## config.mk

```make
export PLATFORM = sky130hd
export DESIGN_NAME = uart_rx_core
export DESIGN_NICKNAME = d
export VERILOG_FILES = /design/src/rtl/uart_pkg.sv /design/src/rtl/uart_bit_sync.sv /design/src/rtl/uart_rx_core.sv
export SDC_FILE = /design/constraint.sdc
export NUM_CORES = 1
export LEC_CHECK = 0
export CORE_UTILIZATION = 50
export DETAILED_ROUTE_END_ITERATION = 8
export PLACE_DENSITY = 0.68
export SYNTH_ARGS = -nofsm -noshare
export SYNTH_HDL_FRONTEND = slang
export SYNTH_HIERARCHICAL = 1
export SYNTH_SLANG_ARGS = --single-unit
```

## constraint.sdc

```tcl
create_clock -name clk -period 2 [get_ports clk]
set_input_delay 0.4 -clock clk [delete_from_list [all_inputs] [get_ports clk]]
set_output_delay 0.4 -clock clk [all_outputs]
set_load 0.02 [all_outputs]
```

## src/rtl/uart_pkg.sv

```systemverilog
// Shared UART definitions: receiver state encoding and parity modes.
// Reused by the transmit side so both ends agree on parity numbering.
package uart_pkg;

    localparam int PAR_NONE = 0;
    localparam int PAR_EVEN = 1;
    localparam int PAR_ODD  = 2;

    typedef enum logic [2:0] {
        RX_IDLE      = 3'd0,
        RX_START     = 3'd1,
        RX_DATA      = 3'd2,
        RX_PARITY    = 3'd3,
        RX_STOP      = 3'd4,
        RX_WAIT_IDLE = 3'd5
    } uart_rx_state_t;

endpackage

```

## src/rtl/uart_bit_sync.sv

```systemverilog
// Two-flop synchroniser for an asynchronous single-bit input.
// RST_VAL sets the value presented while reset is held.
module uart_bit_sync #(
    parameter logic RST_VAL = 1'b1
) (
    input  logic clk,
    input  logic rst,
    input  logic d,
    output logic q
);

    logic meta;

    // Two register stages to let metastability settle before use.
    always_ff @(posedge clk or posedge rst) begin
        if (rst) begin
            meta <= RST_VAL;
            q    <= RST_VAL;
        end else begin
            meta <= d;
            q    <= meta;
        end
    end

endmodule

```

## src/rtl/uart_rx_core.sv

```systemverilog
// Oversampling UART receiver with mid-bit start qualification,
// optional parity, 1 or 2 stop bits, parity and framing flags.
module uart_rx_core
    import uart_pkg::*;
#(
    parameter int DATA_BITS    = 8,
    parameter int CLKS_PER_BIT = 16,
    parameter int PARITY       = 0,
    parameter int STOP_BITS    = 1
) (
    input  logic                 clk,
    input  logic                 rst,
    input  logic                 bit_in,
    output logic [DATA_BITS-1:0] data_out,
    output logic                 received_byte,
    output logic                 parity_err,
    output logic                 frame_err,
    output logic                 busy
);

    localparam int HALF  = CLKS_PER_BIT / 2;
    localparam int CNT_W = $clog2(CLKS_PER_BIT);
    localparam int IDX_W = $clog2(DATA_BITS + 1);

    localparam logic [CNT_W-1:0] HALF_END = CNT_W'(HALF - 1);
    localparam logic [CNT_W-1:0] BIT_END  = CNT_W'(CLKS_PER_BIT - 1);
    localparam logic [IDX_W-1:0] DATA_END = IDX_W'(DATA_BITS - 1);
    localparam logic [IDX_W-1:0] STOP_END = IDX_W'(STOP_BITS - 1);
    localparam logic             ODD_PAR  = (PARITY == PAR_ODD);
    localparam logic             HAS_PAR  = (PARITY != PAR_NONE);

    uart_rx_state_t       state;
    logic                 rx_s;
    logic [CNT_W-1:0]     cnt;
    logic [IDX_W-1:0]     idx;
    logic [DATA_BITS-1:0] shreg;
    logic                 pend_perr;
    logic                 pend_ferr;
    logic                 bit_end;

    uart_bit_sync #(
        .RST_VAL(1'b1)
    ) u_sync (
        .clk(clk),
        .rst(rst),
        .d  (bit_in),
        .q  (rx_s)
    );

    assign bit_end = (cnt == BIT_END);
    assign busy    = (state != RX_IDLE);

    // Frame FSM: counts clocks to mid-bit, samples, and publishes results.
    always_ff @(posedge clk or posedge rst) begin
        if (rst) begin
            state         <= RX_IDLE;
            cnt           <= '0;
            idx           <= '0;
            shreg         <= '0;
            pend_perr     <= 1'b0;
            pend_ferr     <= 1'b0;
            data_out      <= '0;
            received_byte <= 1'b0;
            parity_err    <= 1'b0;
            frame_err     <= 1'b0;
        end else begin
            received_byte <= 1'b0;
            unique case (state)
                RX_IDLE: begin
                    if (!rx_s) begin
                        state <= RX_START;
                        cnt   <= '0;
                    end
                end
                RX_START: begin
                    if (cnt == HALF_END) begin
                        cnt       <= '0;
                        idx       <= '0;
                        pend_perr <= 1'b0;
                        pend_ferr <= 1'b0;
                        state     <= rx_s ? RX_IDLE : RX_DATA;
                    end else begin
                        cnt <= cnt + 1'b1;
                    end
                end
                RX_DATA: begin
                    if (bit_end) begin
                        cnt   <= '0;
                        shreg <= {rx_s, shreg[DATA_BITS-1:1]};
                        if (idx == DATA_END) begin
                            idx   <= '0;
                            state <= HAS_PAR ? RX_PARITY : RX_STOP;
                        end else begin
                            idx <= idx + 1'b1;
                        end
                    end else begin
                        cnt <= cnt + 1'b1;
                    end
                end
                RX_PARITY: begin
                    if (bit_end) begin
                        cnt       <= '0;
                        pend_perr <= ((^shreg) ^ rx_s) != ODD_PAR;
                        state     <= RX_STOP;
                    end else begin
                        cnt <= cnt + 1'b1;
                    end
                end
                RX_STOP: begin
                    if (bit_end) begin
                        cnt <= '0;
                        if (!rx_s) begin
                            pend_ferr <= 1'b1;
                        end
                        if (idx == STOP_END) begin
                            idx           <= '0;
                            data_out      <= shreg;
                            parity_err    <= pend_perr;
                            frame_err     <= pend_ferr | ~rx_s;
                            received_byte <= 1'b1;
                            state <= rx_s ? RX_IDLE : RX_WAIT_IDLE;
                        end else begin
                            idx <= idx + 1'b1;
                        end
                    end else begin
                        cnt <= cnt + 1'b1;
                    end
                end
                RX_WAIT_IDLE: begin
                    if (rx_s) begin
                        state <= RX_IDLE;
                    end
                end
                default: begin
                    state <= RX_IDLE;
                end
            endcase
        end
    end

endmodule

```

==> out/metrics.cfg, run 1 <==
[sta]
relSlewSlack_pct = 69.30
fmax_ghz = 0.5151
finalHoldViolCount = 0
setup-violations-final = 0
grt_setup_unrepaired = no
slew_violations = 0
tns_ps = 0
worst_pin_slew_ps = 458.3
fin_ws_ps = 58.62
period_share_pct = 97.07
skew_ps = 7.055
fin_crit_ps = 1941
holdWs_ps = 363.5

[final_layout]
drive_gt1_share_pct = 23.35
n_antenna_cell = 0
multiInputGateArea_um2 = 805.8
design_area_mm2 = 0.002048
seqCellArea_um2 = 854.6
nets = 172
fillers = 256
area_delta_synth_final_pct = 18.80

[synthesis]
syn_area_per_cell_um2 = 12.06
synthTopCellsByArea = dfrtp_1 (46%), mux2_2 (9.8%), mux2_1 (3.3%), dfstp_2 (3.0%), ha_1 (2.2%)
synth_edf_count = 0
ys_warn_count = 6
synth_top_cell_by_area = dfrtp_1
netlist_instances = 143
synth_common_cells = dfrtp_1 (32), mux2_2 (15), inv_1 (9)
async_reset_ff_share_pct = 100.0
synth-seq-cells = 34
synth_top_area_share_pct = 46.44
ys.flop_type = dfrtp_1
yosysSeqAreaShare_pct = 49.49
synth.distinct_cells = 46
netlist_area_mm2 = 0.001724
syn_nets = 149
yosysMostFrequentCell = dfrtp_1

[worst_setup_path]
critPathArrivalTime_ps = 1540
critPathMaxFanout = 6
path_buf_inv = 1
start_kind = register
cp_data_required_time_ps = 1600
cpPeakStageDelay_ps = 470
worstPathCellList = or3_1 > clkdlybuf4s15_1
end_kind = output port
crit_type = register to output port
critPathSlowestCell = dfrtp_2
critPathTopFamily = flip-flops

[clocking]
cts.sinks = 34
tritoncts = yes
cts-root-buf = clkbuf_4
ctsLongestPathBuffers = 2
clkTransAtPathRegs_ps = 110
clk_latency_ps = 340
cts.htree.levels = 2
post_cts_buffers = 0
cts_buffers = 5

[global_routing]
grt_usage_pct = 19.99
grt_max_degree = 33
grt_pass1_vias = 1222
antenna_found_initial = 0
grt_pass1_wl_mm = 5.326
grt_overflow = 0

[floorplan]
die_w_um = 60.72
start_util_pct = 54.68
ios = 15
die_area_mm2 = 0.003687
die_h_um = 60.72
core_area_mm2 = 0.003153
core.rowCount = 20

[worst_hold_path]
hold_path_class = register to register

[pwr]
peakVddDrop_mv = 0.5452
p_per_area_mw_per_mm2 = 1063
internal-power_mw = 1.452
leakage_nw = 1.026
switching_share_pct = 33.32
p_seq_share_pct = 37.9
comb_power_share_pct = 32.8
power_frac_clock_pct = 29.3
total_power_mw = 2.178
power_switching_uw = 725.8

[drt]
ant_nets = 0
dr.first_iter.drc_count = 36
first_pass_iters = 6
wl_mm = 3.091
via_per_inst = 5.507
num_vias = 1162
wl_per_cell_um = 14.65
drc_errors = 0

[placed_design]
globalplace.congestion = 0.8688
placed_area_mm2 = 0.001941
detailed_place_hpwl_mm = 2.227
io_buffers = 14
place_ws_ps = 155.4

[flow_run]
maxCapViolations = 0

[run_status]
status = finished clean

## final cells by class
type / count / area share, %
sequential: 34 / 41.72
multi-input combinational: 95 / 39.34
timing repair buffer: 21 / 9.407
clock inverter: 3 / 3.360
tap: 44 / 2.688
clock buffer: 5 / 1.833
inverter: 9 / 1.649
## per-stage QoR
stage / utilization [%] / std cells
3_5_place_dp: 61.55 / 203
5_1_grt: 64.96 / 211
2_1_floorplan: - / 143
3_3_place_gp: 61.55 / 203
6_report: 64.96 / 211
4_1_cts: 64.88 / 211
## kinds of logic after synthesis
family	count (synthesis)	synth area share, %
buf+inv	14	3.773
compound gates	24	10.67
simple gates	38	14.80
xor+xnor	8	4.862
mux	22	14.22
flops	34	49.49
fa+ha+maj	3	2.177
## power groups by stage
stage | combinational [mW] | sequential, mW | clock, mW
4_1_cts | 0.703 | 0.824 | 0.651
3_3_place_gp | 0.695 | 0.834 | 0
6_report | 0.714 | 0.826 | 0.637
5_1_grt | 0.791 | 0.832 | 0.676
3_5_place_dp | 0.716 | 0.837 | 0
2_1_floorplan | 0.533 | 0.824 | 0
## placed cells by master (no fill, tap or decap), types with 2 or more instances in the layout
master,n
a211o_1,2
a21o_1,3
a31oi_1,3
a32o_1,3
and2_1,2
buf_4,7
bufinv_16,2
clkbuf_4,5
clkdlybuf4s50_1,13
dfrtp_1,31
dfstp_2,2
ha_1,3
inv_1,9
mux2_1,5
mux2_2,15
mux2i_1,2
nand2_1,8
nand3_1,4
nor2_1,5
nor2b_1,2
nor4_1,2
o21ai_0,3
o21ai_1,3
xnor2_1,4
xor2_1,3
## worst register-to-register path: stages (launching register included)
cell     delay [ps]
dfrtp_1         430
inv_1            80
ha_1            130
or3b_1          420
a22oi_4         260
nand3_2         120
mux2_1          330
## worst paths after layout
kind / depth (start not counted) / end / slack (ps) / startpoint
min: 0 / u_sync/q / 360 / u_sync/meta
min reg2reg: 0 / u_sync/q / 360 / u_sync/meta
max: 2 / busy / 60 / state[1]
max in group asynchronous: 3 / state[1] / 1200 / rst
max reg2reg: 6 / state[1] / 130 / idx[0]
min in group asynchronous: 2 / u_sync/meta / 400 / rst
## sequential cells by signal, summed over array words and instances, names as in the netlist
| signal | flops |
|---|---|
| parity_err | 1 |
| state | 3 |
| frame_err | 1 |
| data_out | 8 |
| shreg | 8 |
| cnt | 4 |
| u_sync/meta | 1 |
| pend_perr | 1 |
| idx | 4 |
| received_byte | 1 |
| pend_ferr | 1 |
| u_sync/q | 1 |
## timing repair
item,4_1_cts,5_1_grt
gates resized for setup,1,3
endpoints found under the hold margin,0,0
setup endpoints to repair,1,3
hold buffers,0,0
## layer usage
metal,global-route usage (%),vias up,wire (µm)
met5,0,-,0
met4,8.766,0,52
met3,6.397,6,98
met2,32.50,18,1433
met1,24.48,571,1506
li1,-,567,-
(Power assumes the default switching activity.)
==> run 2: changes to the inputs <==
Settings changed: GPL_ROUTABILITY_DRIVEN set to 0, RECOVER_POWER set to 50.
==> out/metrics.cfg, run 2 (same netlist as run 1, synthesis figures left out) <==
[final_layout]
top_regs = data_out x8, shreg x8
area_delta_synth_final_pct = 18.65
drive_gt1_share_pct = 23.35
nets = 172
final_cell_mix = dfrtp_1 (31), mux2_2 (15), clkdlybuf4s50_1 (11)
mostFrequentLayoutCell = dfrtp_1
n_antenna_cell = 0

[sta]
finalHoldViolCount = 0
grt_setup_unrepaired = no
slew_violations = 0
fin_crit_ps = 1937
tns_ps = 0
fmax_ghz = 0.5162
period_share_pct = 96.86
worst_pin_slew_ps = 796.3
relSlewSlack_pct = 46.91
holdWs_ps = 363.5
setup-violations-final = 0
skew_ps = 7.062

[worst_setup_path]
worstPathCellList = or3_1 > clkdlybuf4s15_1
end_kind = output port
critPathSlowestCell = dfrtp_2
start_kind = register
critPathArrivalTime_ps = 1540
critPathMaxFanout = 6
crit_type = register to output port
cp_data_required_time_ps = 1600
cpPeakStageDelay_ps = 470

[pwr]
comb_power_share_pct = 32.7
internal-power_mw = 1.450
power_frac_clock_pct = 29.3
switching_share_pct = 33.28
p_seq_share_pct = 38.0
leakage_nw = 1.025
p_per_area_mw_per_mm2 = 1062
power_switching_uw = 723.0
peakVddDrop_mv = 0.5449

[floorplan]
core.rowCount = 20
start_util_pct = 54.68
core_area_mm2 = 0.003153
die_area_mm2 = 0.003687
die_h_um = 60.72
die_w_um = 60.72
ios = 15

[global_routing]
grt_pass1_wl_mm = 5.326
grt_overflow = 0
grt_pass1_vias = 1222
grt_max_degree = 33
grt_usage_pct = 19.99
antenna_found_initial = 0

[clocking]
post_cts_buffers = 0
tritoncts = yes
cts.htree.levels = 2
clk_latency_ps = 340
cts_buffers = 5
cts-root-buf = clkbuf_4
ctsLongestPathBuffers = 2
cts.sinks = 34
clkTransAtPathRegs_ps = 110

[drt]
wl_per_cell_um = 14.58
ant_nets = 0
num_vias = 1164
first_pass_iters = 6
dr.first_iter.drc_count = 43
wl_mm = 3.077
drc_errors = 0
via_per_inst = 5.517

[flow_run]
maxCapViolations = 0

[run_status]
status = finished clean

[worst_hold_path]
hold_path_class = register to register

[placed_design]
detailed_place_hpwl_mm = 2.227
io_buffers = 14

[run 2: cell count changes in the layout (fill, tap and decap cells not counted)]
| cell | delta |
|---|---|
| clkdlybuf4s50_1 | -2 |
| dlygate4sd3_1 | +2 |
| buf_4 | -1 |
| clkbuf_2 | +1 |
| o21ai_0 | +1 |
| o21ai_1 | -1 |
[run 2: power by group through the flow]
stage	registers, mW	clock network [mW]	logic [mW]
2_1_floorplan	0.824	0	0.533
3_3_place_gp	0.834	0	0.695
3_5_place_dp	0.837	0	0.716
4_1_cts	0.824	0.651	0.703
5_1_grt	0.832	0.676	0.787
6_report	0.827	0.636	0.710
[run 2: path summary, 6_finish.rpt]
kind / from / endpoint / slack, ps / cells past startpoint
worst max-delay path: state[1] / busy / 60 / 2
worst min-delay path: u_sync/meta / u_sync/q / 360 / 0
worst max register to register: idx[0] / state[1] / 130 / 6
worst min register to register: u_sync/meta / u_sync/q / 360 / 0
max in group asynchronous: rst / state[1] / 690 / 3
min in group asynchronous: rst / u_sync/meta / 530 / 2
[run 2: worst max-delay path, delay by kind of cell (launching register included)]
kind          cells  cell delay, ps
buf+inv           1             310
simple gates      1             420
flops             1             470
[run 2: area by class of cell]
class                      instances  area (µm²)
clock buffer                       5       37.54
clock inverter                     3       68.82
fill                             257        1107
inverter                           9       33.78
multi-input combinational         95       805.8
sequential                        34       854.6
tap                               44       55.05
timing repair buffer              21       190.2
[run 2: through the flow]
step | worst slack [ps] | cell area (µm²) | instances | util (%) | power [mW]
after detailed placement | 155.4 | 1941 | 203 | 61.55 | 1.553
final | 62.78 | 2046 | 211 | 64.88 | 2.173
after global routing | 26.79 | 2046 | 211 | 64.88 | 2.295
after floorplan | 250.3 | 1724 | 143 | - | 1.357
after CTS | 0.3134 | 2046 | 211 | 64.88 | 2.178
after global placement | 182.8 | 1941 | 203 | 61.55 | 1.528
[run 2: metal layers]
metal	track usage [%]	up-vias	wire, µm
met1	24.48	572	1500
li1	-	566	-
met5	0	-	0
met4	8.766	0	53
met2	32.50	19	1427
met3	6.397	7	96
[run 2: repair_timing]
action / CTS / global route
hold buffers: 0 / 0
resized for setup: 1 / 3
cloned: 0 / 0
endpoints found under the setup margin: 1 / 3
==> run 3: changes to the inputs <==
Settings changed: SETUP_SLACK_MARGIN set to 0.05.
==> out/metrics.cfg, run 3 (same netlist as run 1, synthesis figures left out) <==
[drt]
via_per_inst = 5.554
wl_per_cell_um = 14.53
ant_nets = 0
first_pass_iters = 4
m1WireLength_mm = 1.503
dr.first_iter.drc_count = 36
drc_errors = 0
route.met3.wl_um = 109
wl_met2_mm = 1.432
top_layer = met4
wl_mm = 3.095
num_vias = 1183

[worst_setup_path]
worstPathCellList = buf_4 > nor4b_2 > a31oi_1 > or2_1 > a211o_1
start_kind = register
critPathMaxFanout = 13
critPathArrivalTime_ps = 2090
critPathTopFamily = simple AND/OR/NAND/NOR gates
crit_type = register to register
end_kind = register
path_depth = 5
ff2ff_path_depth = 5
r2r_start = state[2]
rr_endpoint = idx[3]
r2r_slack_ps = 140
path_buf_inv = 1
cp_data_required_time_ps = 2230
cpPeakStageDelay_ps = 400
critPathSlowestCell = dfrtp_1

[run_status]
status = finished clean

[final_layout]
final_cell_mix = dfrtp_1 (31), mux2_2 (15), clkdlybuf4s50_1 (11)
mostFrequentLayoutCell = dfrtp_1
fillers = 255
top_regs = data_out x8, shreg x8
nets = 174
area_delta_synth_final_pct = 19.38
n_antenna_cell = 0
drive_gt1_share_pct = 25.44

[pwr]
peakVddDrop_mv = 0.5831
leakage_nw = 1.030
total_power_mw = 2.185
p_per_area_mw_per_mm2 = 1061

[global_routing]
grt_usage_pct = 19.99
grt_overflow = 0
grt_pass1_vias = 1222
grt_pass1_wl_mm = 5.326
antenna_found_initial = 0
grt_max_degree = 33

[clocking]
cts_buffers = 5
ctsHoldBuffers = 0
cts.sinks = 34
tritoncts = yes
clk_latency_ps = 340
cts-root-buf = clkbuf_4
clkTransAtPathRegs_ps = 110
ctsLongestPathBuffers = 2
cts.htree.levels = 2

[placed_design]
detailed_place_hpwl_mm = 2.227
place_ws_ps = 155.4
io_buffers = 14

[worst_hold_path]
hold_path_class = register to register
min_delay_path_depth = 0
min_from = u_sync/meta
min_to = u_sync/q

[sta]
finalHoldViolCount = 0
skew_ps = 6.330
period_share_pct = 93.17
fmax_ghz = 0.5367
grt_setup_unrepaired = no
setup-violations-final = 0
worst_pin_slew_ps = 793.0
fin_crit_ps = 1863
fin_ws_ps = 136.7
slew_violations = 0
tns_ps = 0
holdWs_ps = 363.1
relSlewSlack_pct = 47.13

[floorplan]
die_area_mm2 = 0.003687
die_w_um = 60.72
core.rowCount = 20
start_util_pct = 54.68
die_h_um = 60.72
core_area_mm2 = 0.003153
ios = 15

[flow_run]
maxCapViolations = 0

==> run 3: changes by cell type in the layout (fill, tap and decap cells not counted), sizes merged <==
cell | before | now
buf | 6 | 8
clkbuf | 6 | 7
clkdlybuf4s15 | 1 | 0
==> run 3: power breakdown <==
part / leakage, nW / internal [mW] / switching [mW] / total (mW)
Clock: 0.0554 / 0.391 / 0.243 / 0.634
Sequential: 0.461 / 0.754 / 0.0734 / 0.827
Combinational: 0.513 / 0.313 / 0.410 / 0.723
Total: 1.03 / 1.46 / 0.727 / 2.18
==> run 3: worst register-to-register path: stages (launching register included) <==
cell,delay [ps]
dfrtp_1,400
buf_4,190
nor4b_2,380
a31oi_1,170
or2_1,310
a211o_1,300
==> run 3: through the flow <==
| step | util, % | area, µm² | std cells |
|---|---|---|---|
| after CTS | 64.96 | 2048 | 211 |
| after global placement | 61.55 | 1941 | 203 |
| after detailed placement | 61.55 | 1941 | 203 |
| after global routing | 65.28 | 2058 | 213 |
| after floorplan | - | 1724 | 143 |
| final | 65.28 | 2058 | 213 |
==> run 3: worst max-delay path by stage <==
stage	startpoint	to	slack, ps
5_1_grt	state[2]	idx[3]	60
4_1_cts	state[1]	busy	50
3_3_place_gp	idx[0]	state[1]	180
2_1_floorplan	idx[0]	state[0]	250
3_5_place_dp	idx[0]	state[0]	160
6_report	state[2]	idx[3]	140
==> run 3: cell type report <==
type	instances	area, µm²	area share (%)
flip-flops and latches	34	854.6	41.52
multi-input cells	95	808.3	39.27
repair buffers	23	200.2	9.726
clock inverters	3	68.82	3.343
well taps	44	55.05	2.675
clock buffers	5	37.54	1.824
inverters	9	33.78	1.641
==> run 3: timing repair <==
action                     CTS  global route
gates cloned                 0             0
pin swaps                    0             1
resized for setup            3             3
hold endpoints to repair     0             0
setup endpoints to repair    1             4
buffers inserted             0             2
==> run 3: routing by layer <==
metal | GRT usage, % | vias up
met1 | 24.48 | 587
met2 | 32.50 | 23
li1 | - | 566
met3 | 6.397 | 7
met4 | 8.766 | 0
met5 | 0 | -
